--- src/rtl/ct_lsu_dcache_pkg.sv ---
// ct_lsu_dcache_pkg: shared encodings for the D-cache data bank arbiter
package ct_lsu_dcache_pkg;
  localparam int IDX_W_DEF = 11;
  localparam int RFL_BEATS = 4;
  localparam logic [1:0] ACC_IDLE = 2'd0;
  localparam logic [1:0] ACC_RD   = 2'd1;
  localparam logic [1:0] ACC_ST   = 2'd2;
  localparam logic [1:0] ACC_RFL  = 2'd3;
  localparam logic [0:0] ST_IDLE  = 1'b0;
  localparam logic [0:0] ST_RFL   = 1'b1;
endpackage

--- src/rtl/ct_lsu_dcache_data_arb_age.sv ---
// ct_lsu_dcache_data_arb_age: load starvation counter; ld_force raises load above store and refill start
//   clk, rst        : clock, sync active-high reset
//   ld_req, ld_gnt  : load handshake observed by the counter
//   ld_force        : load has been denied AGE_MAX consecutive cycles
module ct_lsu_dcache_data_arb_age #(
  parameter int AGE_MAX = 8
) (
  input  logic clk,
  input  logic rst,
  input  logic ld_req,
  input  logic ld_gnt,
  output logic ld_force
);
  localparam int AW = $clog2(AGE_MAX + 1);
  logic [AW-1:0] age;
  always_ff @(posedge clk)
    age <= (rst | ~ld_req | ld_gnt) ? '0 : (age == AW'(AGE_MAX)) ? age : age + 1'b1;
  assign ld_force = ld_req & (age == AW'(AGE_MAX));
endmodule

--- src/rtl/ct_lsu_dcache_data_arb.sv ---
// ct_lsu_dcache_data_arb: arbitrates refill/store/load onto one 32-bit D-cache data bank
//   forever_cpuclk, cpurst            : clock, sync active-high reset
//   rfl_*                             : refill request/grant, 4-beat burst write
//   st_*                              : store request/grant, byte-masked write
//   ld_*                              : load request/grant, read data 2 cycles after grant
//   data_*                            : registered SRAM controls, data_dout from the bank
//   CT_LSU_DCACHE_ARB_AGE_EN          : enables load aging (starved load beats store/refill start)
module ct_lsu_dcache_data_arb
  import ct_lsu_dcache_pkg::*;
#(
  parameter int IDX_W   = IDX_W_DEF,
  parameter int AGE_MAX = 8
) (
  input  logic             forever_cpuclk,
  input  logic             cpurst,
  input  logic             rfl_req,
  output logic             rfl_gnt,
  input  logic [IDX_W-1:0] rfl_idx,
  input  logic [31:0]      rfl_wdata,
  output logic             rfl_beat_vld,
  input  logic             st_req,
  output logic             st_gnt,
  input  logic [IDX_W-1:0] st_idx,
  input  logic [31:0]      st_wdata,
  input  logic [3:0]       st_be,
  input  logic             ld_req,
  output logic             ld_gnt,
  input  logic [IDX_W-1:0] ld_idx,
  output logic             ld_rdata_vld,
  output logic [31:0]      ld_rdata,
  input  logic [31:0]      data_dout,
  output logic             data_sel_b,
  output logic             data_gwen_b,
  output logic [3:0]       data_wen_b,
  output logic [IDX_W-1:0] data_idx,
  output logic [31:0]      data_din,
  output logic             data_gateclk_en
);
  logic [0:0]       state;
  logic [1:0]       beat;
  logic [IDX_W-3:0] base;
  logic             rd_p1;
  logic             ld_force;
  logic             go;
  logic [1:0]       acc;
  logic [IDX_W-1:0] acc_idx;
  logic             unused;

`ifdef CT_LSU_DCACHE_ARB_AGE_EN
  ct_lsu_dcache_data_arb_age #(.AGE_MAX(AGE_MAX)) u_age (
    .clk      (forever_cpuclk),
    .rst      (cpurst),
    .ld_req   (ld_req),
    .ld_gnt   (ld_gnt),
    .ld_force (ld_force)
  );
`else
  assign ld_force = 1'b0;
`endif

  // line offset bits of rfl_idx are replaced by the beat number
  assign unused = ^rfl_idx[1:0] ^ (AGE_MAX > 0);

  // grants are only issued from IDLE; an active burst cannot be preempted
  always_comb begin
    go           = (state == ST_IDLE) & ~cpurst;
    rfl_gnt      = go & rfl_req & ~ld_force;
    st_gnt       = go & st_req & ~rfl_req & ~ld_force;
    ld_gnt       = go & ld_req & (ld_force | ~(rfl_req | st_req));
    rfl_beat_vld = rfl_gnt | ((state == ST_RFL) & ~cpurst);
    acc          = rfl_beat_vld ? ACC_RFL : st_gnt ? ACC_ST : ld_gnt ? ACC_RD : ACC_IDLE;
    acc_idx      = (acc == ACC_RFL) ? (rfl_gnt ? {rfl_idx[IDX_W-1:2], 2'b00} : {base, beat}) :
                   (acc == ACC_ST) ? st_idx : ld_idx;
  end

  always_ff @(posedge forever_cpuclk) begin
    if (cpurst) begin
      state        <= ST_IDLE;
      beat         <= 2'd0;
      base         <= '0;
      rd_p1        <= 1'b0;
      ld_rdata_vld <= 1'b0;
      data_sel_b   <= 1'b1;
      data_gwen_b  <= 1'b1;
      data_wen_b   <= 4'hF;
      data_idx     <= '0;
      data_din     <= '0;
    end else begin
      state        <= rfl_gnt ? ST_RFL : (state == ST_RFL && beat == 2'(RFL_BEATS - 1)) ? ST_IDLE : state;
      beat         <= rfl_gnt ? 2'd1 : (state == ST_RFL) ? beat + 2'd1 : beat;
      base         <= rfl_gnt ? rfl_idx[IDX_W-1:2] : base;
      rd_p1        <= ld_gnt;
      ld_rdata_vld <= rd_p1;
      data_sel_b   <= ~((acc == ACC_RD) | (acc == ACC_RFL) | ((acc == ACC_ST) & (|st_be)));
      data_gwen_b  <= ~((acc == ACC_ST) | (acc == ACC_RFL));
      data_wen_b   <= (acc == ACC_RFL) ? 4'h0 : (acc == ACC_ST) ? ~st_be : 4'hF;
      data_idx     <= (acc != ACC_IDLE) ? acc_idx : data_idx;
      data_din     <= (acc == ACC_RFL) ? rfl_wdata : (acc == ACC_ST) ? st_wdata : data_din;
    end
  end

  assign ld_rdata        = ld_rdata_vld ? data_dout : 32'h0;
  assign data_gateclk_en = rfl_req | st_req | ld_req | (state != ST_IDLE) | ~data_sel_b | rd_p1;
endmodule
--- config.mk ---
export PLATFORM = sky130hd
export DESIGN_NAME = ct_lsu_dcache_data_arb
export DESIGN_NICKNAME = d
export VERILOG_FILES = /design/src/rtl/ct_lsu_dcache_pkg.sv /design/src/rtl/ct_lsu_dcache_data_arb_age.sv /design/src/rtl/ct_lsu_dcache_data_arb.sv
export SDC_FILE = /design/constraint.sdc
export NUM_CORES = 1
export LEC_CHECK = 0
export CORE_UTILIZATION = 34
export CTS_CLUSTER_DIAMETER = 80
export DETAILED_ROUTE_END_ITERATION = 7
export PLACE_DENSITY = 0.91
export SLEW_MARGIN = 20
export SYNTH_ARGS = -nofsm -noshare
export SYNTH_HDL_FRONTEND = slang
export SYNTH_SLANG_ARGS = --single-unit
export TNS_END_PERCENT = 20
--- constraint.sdc ---
create_clock -name forever_cpuclk -period 1.5 [get_ports forever_cpuclk]
set_input_delay 0.225 -clock forever_cpuclk [delete_from_list [all_inputs] [get_ports forever_cpuclk]]
set_output_delay 0.225 -clock forever_cpuclk [all_outputs]
set_load 0.03 [all_outputs]
==> results.txt, run 1 <==
----------------------------------------------------
[Synthesis]
  Cell area after synthesis ... around 2900 um2
  Average cell area after synthesis ... slightly below 9 um2
  Share of synthesized area occupied by flip-flops and latches ... 43.6%
  Register bit count reported by yosys ... 63
  Yosys warning count ... 0
  Number of enable flip-flop cells after synthesis ... 0
  Share of the synthesized area in the top cell type ... 43.6%
  Most common cell in the synthesized netlist ... sky130_fd_sc_hd__dfxtp_1
  Library cells used by synthesis ... 28
  Top flip-flop cell by instance count after synthesis ... sky130_fd_sc_hd__dfxtp_1
  Post-synth net total ... 464
  Synth Instances ... roughly 330
  Biggest area contributors in the synthesized netlist ... sky130_fd_sc_hd__dfxtp_1 (44%), sky130_fd_sc_hd__mux2i_1 (11%), sky130_fd_sc_hd__a211oi_1 (9.3%), sky130_fd_sc_hd__and2_1 (6.9%), sky130_fd_sc_hd__nor2_1 (6.2%)
  Asr flop ratio synth ... 0%
  Cell type with the highest aggregate area in the netlist ... sky130_fd_sc_hd__dfxtp_1
  Commonest cells in the synthesized netlist ... sky130_fd_sc_hd__dfxtp_1 (63), sky130_fd_sc_hd__nor2_1 (48), sky130_fd_sc_hd__a211oi_1 (36)

[Worst setup path]
  Buf/Inv on CP ... 1
  Reg-to-Reg Start ... state$_SDFFE_PP0P_
  Worst Setup End Kind ... output pin
  Data arrival time of the critical path ... 1.62 ns
  Worst Path Required ... ~1.3 ns
  Chain of cells forming the critical path ... or4_4 > or3b_4 > buf_6
  Setup crit start ... state$_SDFFE_PP0P_
  CP Launch Type ... register
  Largest delay contributor family on the critical path ... simple AND/OR/NAND/NOR gates
  Highest-delay cell along the critical path ... sky130_fd_sc_hd__or4_4
  WS Path Type ... register to output pin
  Worst-path fanout max ... 2
  Max stage delay on crit path ... 0.42 ns

[Global route]
  Global route total overflow ... 0
  Met3 routing resource usage after global routing ... 5.26%
  Routing usage on met1 ... about a quarter
  Largest net degree at the start of global routing ... 34
  Wire length of the first global-routing pass ... ~17 mm
  Initial antenna violation count ... 1
  Most used routing layer in global routing ... met2
  Combined global-route utilization of all metal layers ... 24.8%
  Met2 global-route usage ... 46.7%
  Vias in the first global route ... roughly 3.4k

[Clocking]
  CTS tree ... done
  Library cell used as clock root buffer ... sky130_fd_sc_hd__clkbuf_8
  Clock Latency Late Sink ... 0.32 ns
  Register clock-pin slew on the reported worst setup and hold paths ... 0.07 ns
  H-tree levels ... 3
  Number of clock sinks ... 63
  Post-CTS Hold Buffers ... 0
  Buffer levels on the longest clock path ... 2
  CTS buffer count ... 9

[STA]
  Final number of hold-violating endpoints ... 0
  Worst clock skew ... roughly 0.0090 ns
  Max-slew violation total from the final report ... 0
  Setup-failing EPs final ... 5
  Post-layout min period ... 1.84 ns
  Unrepaired setup endpoints after global routing ... true
  Post-Route Hold Slack ... 0.388 ns
  Final cycle utilization of the critical path ... 123%
  Least setup slack across all paths after layout ... -0.340 ns
  Final TNS setup ... -0.887 ns
  Fmax ... 0.543 GHz
  Slew at the pin closest to its max-slew limit ... 0.395 ns
  Worst rel slew slack ... 73.6%

[Die]
  Area enclosed by the die boundary ... ~8900 um2
  Area of the placeable core ... 8220 um2
  Top-level I/O count ... about 230
  Horizontal die dimension ... between 90 and 100 um
  Die height ... 94.2 um
  Row count ... 33
  Starting Density ... about a third

[Power]
  Peak ir drop on the vdd network ... 0.529 mV
  Leak ... 0.00251 uW
  Power per unit of standard cell area ... 785 nW/um2

[Status]
  Violations in the final reports ... negative setup slack
  Outcome ... finished with violations

[Routing]
  Routed Antenna Nets ... 0
  Routed length per instance ... 17.0 um
  DRT Wirelength ... 11.5 mm
  Length of the first detailed-routing pass in iterations ... 4
  DRC ... 0
  Vias ... about 3.4k
  Per-cell via count in the routed design ... 5.07
  Violation count after the first detailed-routing iteration ... 97

[Final layout]
  Final instance area ... 5720 um2
  Layout area overhead ... 97.8%
  Fraction of layout instances using a drive strength above 1 ... 20.0%
  Total number of nets in the final design ... between 700 and 800

[Place]
  Pre-CTS setup slack ... -0.505 ns
  Post-placement cell area ... between 5000 and 6000 um2
  Post-DP HPWL ... between 8 and 9 mm
  Routability congestion estimate ... 0.870
  I/O Buffers ... 222

[Hold path]
  Min-Delay Startpoint ... ld_req
  Type of the worst min-delay path ... primary input to register

[Flow run]
  Max-cap check violation count ... 0

----------------------------------------------------
==> registers in the layout (all words and copies together), names as in the netlist <==
register,count
data_gwen_b,1
data_sel_b,1
data_din,32
rd_p1,1
data_wen_b,4
state,1
beat,2
data_idx,11
ld_rdata_vld,1
base,9
==> final timing paths <==
path,slack (ns),depth (start not counted),to
worst max-delay path,-0.34,3,data_gateclk_en
worst min-delay path,0.39,2,rd_p1$_SDFF_PP0_
worst max register to register,0.04,8,data_din[8]$_SDFFE_PP0N_
worst min register to register,0.46,2,base[1]$_SDFFE_PP0N_
==> metrics by stage <==
step	cells	utilization, %	power, uW
global route	675	69.6	4710
floorplan	325	-	2460
global placement	649	65.5	3160
CTS	666	67.2	4440
finish	675	69.6	4490
detailed placement	649	65.5	3200
==> power by group <==
part           internal (uW)  switching (uW)  total, uW
Clock                    669             640       1310
Combinational            686             630       1320
Sequential              1800            65.0       1860
Total                   3150            1340       4490
==> per-layer routing <==
layer	wire length, um	part of all wire (%)	vias up
met5	0	0	-
met4	527	4.6	0
met3	851	7.4	39
met2	6000	52	151
met1	4090	36	1597
li1	-	-	1632
==> placed cells by master, fill, tap and decap left out, types with 2 or more instances in the layout <==
cell type,netlist,final
sky130_fd_sc_hd__a311oi_1,9,9
sky130_fd_sc_hd__clkdlybuf4s50_1,0,131
sky130_fd_sc_hd__nor2_4,0,3
sky130_fd_sc_hd__clkbuf_8,0,11
sky130_fd_sc_hd__dlygate4sd2_1,0,48
sky130_fd_sc_hd__nor2_1,48,45
sky130_fd_sc_hd__a211oi_2,0,7
sky130_fd_sc_hd__mux2i_1,32,32
sky130_fd_sc_hd__clkinvlp_4,0,2
sky130_fd_sc_hd__nand2_1,33,33
sky130_fd_sc_hd__buf_8,0,2
sky130_fd_sc_hd__buf_4,4,55
sky130_fd_sc_hd__o221ai_1,11,11
sky130_fd_sc_hd__dfxtp_1,63,62
sky130_fd_sc_hd__a21o_1,5,5
sky130_fd_sc_hd__a21oi_1,10,10
sky130_fd_sc_hd__buf_6,1,7
sky130_fd_sc_hd__buf_12,0,15
sky130_fd_sc_hd__a211oi_1,36,29
sky130_fd_sc_hd__and2_1,32,32
sky130_fd_sc_hd__nor2b_1,2,2
sky130_fd_sc_hd__buf_2,14,2
==> cells by family (layout without fill, tap and decap cells) <==
family / after synthesis / count (layout) / synth area share, %
multiplexers: 32 / 32 / 11.1
buffers and inverters: 32 / 276 / 5.58
other: 0 / 1 / 0
AO/OA/AOI/OAI: 73 / 73 / 19.0
flip-flops: 63 / 63 / 43.6
adder cells (fa/ha/maj): 1 / 1 / 0.433
AND/OR/NAND/NOR: 124 / 124 / 20.3
==> repair_timing <==
| action | CTS | global route |
|---|---|---|
| gates cloned | 0 | 1 |
| buffers inserted | 3 | 7 |
| hold endpoints to repair | 0 | 0 |
| endpoints found under the setup margin | 51 | 36 |
| pin swaps | 2 | 14 |
| gates resized for setup | 52 | 26 |
==> worst register-to-register path, cell delays in order, from the launching register on <==
cell and delay [ns]:
sky130_fd_sc_hd__dfxtp_2 0.34, sky130_fd_sc_hd__buf_12 0.13, sky130_fd_sc_hd__buf_8 0.12, sky130_fd_sc_hd__nor2_4 0.12, sky130_fd_sc_hd__buf_12 0.12, sky130_fd_sc_hd__buf_8 0.13
sky130_fd_sc_hd__buf_12 0.13, sky130_fd_sc_hd__nor2_1 0.05, sky130_fd_sc_hd__a211oi_1 0.24
==> area by class of cell <==
cell class	count	area, um2
antenna	1	2.50
clock buffer	11	151
clock inverter	3	20.0
fill	644	2500
inverter	1	3.75
multi-input combinational	230	1560
sequential	63	1260
tap	105	131
timing repair buffer	261	2590
Power figures use the tool's default switching activity.
==> inputs of run 2 (changes only) <==
PLACE_DENSITY = 0.82   (was 0.91)
RECOVER_POWER = 50   (was default)
TNS_END_PERCENT = 30   (was 20)
==> run 2 against run 1 <==
  * The run still ends with negative setup slack left
  * Fmax about the same
  * First-iteration DRC count decreased by 7.2%
  * Clock skew fell by 0.00053 ns
  * Final area is 0.48% higher
  * Total power increased by 0.39%
  * Clock power down 6%
  * Largest cell class unchanged
  * Worst hold slack got worse by 0.12 ns
  * Flip-flop and latch count did not move
==> results.txt, run 2 (synthesized netlist as in run 1, its figures left out) <==
----------------------------------------------------
[STA]
  Setup-failing EPs final ... 26
  Max-slew violation total from the final report ... 0
  Slew at the pin closest to its max-slew limit ... 0.998 ns
  Final cycle utilization of the critical path ... 123%
  Worst rel slew slack ... 33.4%
  Final number of hold-violating endpoints ... 0
  Least setup slack across all paths after layout ... -0.341 ns
  Post-layout min period ... 1.84 ns
  Fmax ... 0.543 GHz
  Unrepaired setup endpoints after global routing ... true
  Final TNS setup ... -2.24 ns
  Worst clock skew ... 0.00849 ns

[Routing]
  Length of the first detailed-routing pass in iterations ... 4
  Routed length per instance ... 18.0 um
  DRC ... 0
  Routed Antenna Nets ... 0
  Per-cell via count in the routed design ... between 5 and 6
  DRT Wirelength ... 12.3 mm
  Vias ... 3452
  Violation count after the first detailed-routing iteration ... 90

[Place]
  Routability congestion estimate ... around 0.85
  Placed instance count ... between 600 and 700
  Post-placement cell area ... around 5300 um2
  Post-DP HPWL ... 8.47 mm
  I/O Buffers ... about 220

[Worst setup path]
  Worst Path Required ... 1.27 ns
  Worst Setup End Kind ... output pin
  CP Launch Type ... register
  Max stage delay on crit path ... 0.42 ns
  Reg-to-Reg Start ... state$_SDFFE_PP0P_
  Highest-delay cell along the critical path ... sky130_fd_sc_hd__or4_4
  End of the worst register-to-register path ... data_idx[6]$_SDFFE_PP0P_
  Worst setup path endpoint ... data_gateclk_en
  WS Path Type ... register to output pin
  Worst-path fanout max ... 2
  Register-to-register setup slack ... -0.12 ns
  Path depth of the worst reg2reg path ... 8
  Data arrival time of the critical path ... 1.62 ns
  Chain of cells forming the critical path ... or4_4 > or3b_4 > buf_8
  Setup crit start ... state$_SDFFE_PP0P_

[Clocking]
  Buffer levels on the longest clock path ... 2
  Number of clock sinks ... between 60 and 70
  CTS buffer count ... 9
  Library cell used as clock root buffer ... sky130_fd_sc_hd__clkbuf_8
  H-tree levels ... 3
  Register clock-pin slew on the reported worst setup and hold paths ... approximately 0.07 ns
  Clock Latency Late Sink ... 0.33 ns
  CTS tree ... done

[Final layout]
  Flip-flop count of the largest register, all copies and words added ... 32
  Number of inserted filler cells in the final layout ... 648
  Fraction of layout instances using a drive strength above 1 ... 25.3%
  Final instance area ... 5750 um2
  Regs by FF count ... data_din: 32 flops, data_idx: 11 flops, base: 9 flops
  Footprint of the flip-flops and latches ... 1260 um2
  Total number of nets in the final design ... 712
  Layout area overhead ... 98.7%
  Non-filler cells in the finished layout ... 684
  Leading cell type in the layout, fill and taps excluded ... sky130_fd_sc_hd__clkdlybuf4s50_1
  Commonest cells after routing, fill and taps aside ... sky130_fd_sc_hd__clkdlybuf4s50_1 (131), sky130_fd_sc_hd__dfxtp_1 (62), sky130_fd_sc_hd__buf_4 (50)
  Area occupied by multi-input gates ... 1720 um2
  Register with the most flip-flops ... data_din

[Status]
  Violations in the final reports ... negative setup slack
  Outcome ... finished with violations

[Global route]
  Global route total overflow ... 0
  Vias in the first global route ... 3444
  Largest net degree at the start of global routing ... 38
  Combined global-route utilization of all metal layers ... 24.7%
  Wire length of the first global-routing pass ... ~17 mm
  Initial antenna violation count ... 1

[Die]
  Starting Density ... around a third
  Area of the placeable core ... 8220 um2
  Row count ... 33
  Area enclosed by the die boundary ... 8880 um2
  Top-level I/O count ... 225
  Horizontal die dimension ... 94.2 um
  Die height ... 94.2 um

[Power]
  Leak ... 0.00239 uW
  Peak ir drop on the vdd network ... 0.486 mV
  Power per unit of standard cell area ... 784 nW/um2

[Hold path]
  Type of the worst min-delay path ... primary input to register

[Flow run]
  Max-cap check violation count ... 0

----------------------------------------------------
[run 2: layout make-up]
type                    instances  share of cell area, %
repair buffers                268                   43.0
multi-input cells             230                   29.9
diodes                          1                 0.0435
inverters                       1                 0.0653
flip-flops and latches         63                   22.0
well taps                     105                   2.29
clock buffers                  11                   2.29
clock inverters                 5                  0.435
[run 2: through the flow]
stage | util (%) | total power (uW) | setup slack [ns] | hold slack, ns
after floorplan | - | 2460 | -0.127 | 0.383
after global placement | 64.6 | 3170 | -0.441 | 0.442
after detailed placement | 64.6 | 3200 | -0.457 | 0.446
after CTS | 67.6 | 4460 | -0.374 | 0.242
after global routing | 69.9 | 4690 | -0.385 | 0.285
final | 69.9 | 4510 | -0.341 | 0.268
[run 2: how the worst min path moves through the flow]
stage | startpoint | to | slack, ns | cells after the start
2_1_floorplan | rfl_idx[9] | base[7]$_SDFFE_PP0N_ | 0.38 | 2
3_3_place_gp | base[5]$_SDFFE_PP0N_ | base[5]$_SDFFE_PP0N_ | 0.44 | 2
6_report | cpurst | base[7]$_SDFFE_PP0N_ | 0.27 | 2
3_5_place_dp | base[5]$_SDFFE_PP0N_ | base[5]$_SDFFE_PP0N_ | 0.45 | 2
4_1_cts | cpurst | base[5]$_SDFFE_PP0N_ | 0.24 | 2
5_1_grt | cpurst | base[5]$_SDFFE_PP0N_ | 0.28 | 2
[run 2: critical path: cells and delay by family, from the launching register on]
family / cells / cell delay (ns)
simple gates: 2 / 0.82
flops: 1 / 0.33
buf+inv: 1 / 0.15
[run 2: repair_timing]
| item | in CTS | in global routing |
|---|---|---|
| hold buffers | 0 | 0 |
| pin swaps | 5 | 40 |
| endpoints found under the setup margin | 53 | 88 |
| hold endpoints to repair | 0 | 0 |
| gates resized for setup | 24 | 99 |
| setup buffers | 8 | 10 |
| gates cloned | 0 | 5 |
[run 2: where the power goes]
part / total (uW) / switching [uW] / internal, uW
clock: 1230 / 646 / 586
combinational: 1410 / 696 / 714
sequential: 1870 / 65.8 / 1800
[run 2: metal layers]
layer / up-vias / global-route usage [%] / part of all wire [%]
met4: 0 / 15.8 / 3.8
met1: 1609 / 24.3 / 35
met2: 158 / 45.9 / 54
met3: 35 / 5.58 / 7.1
li1: 1650 / - / -
met5: - / 0 / 0
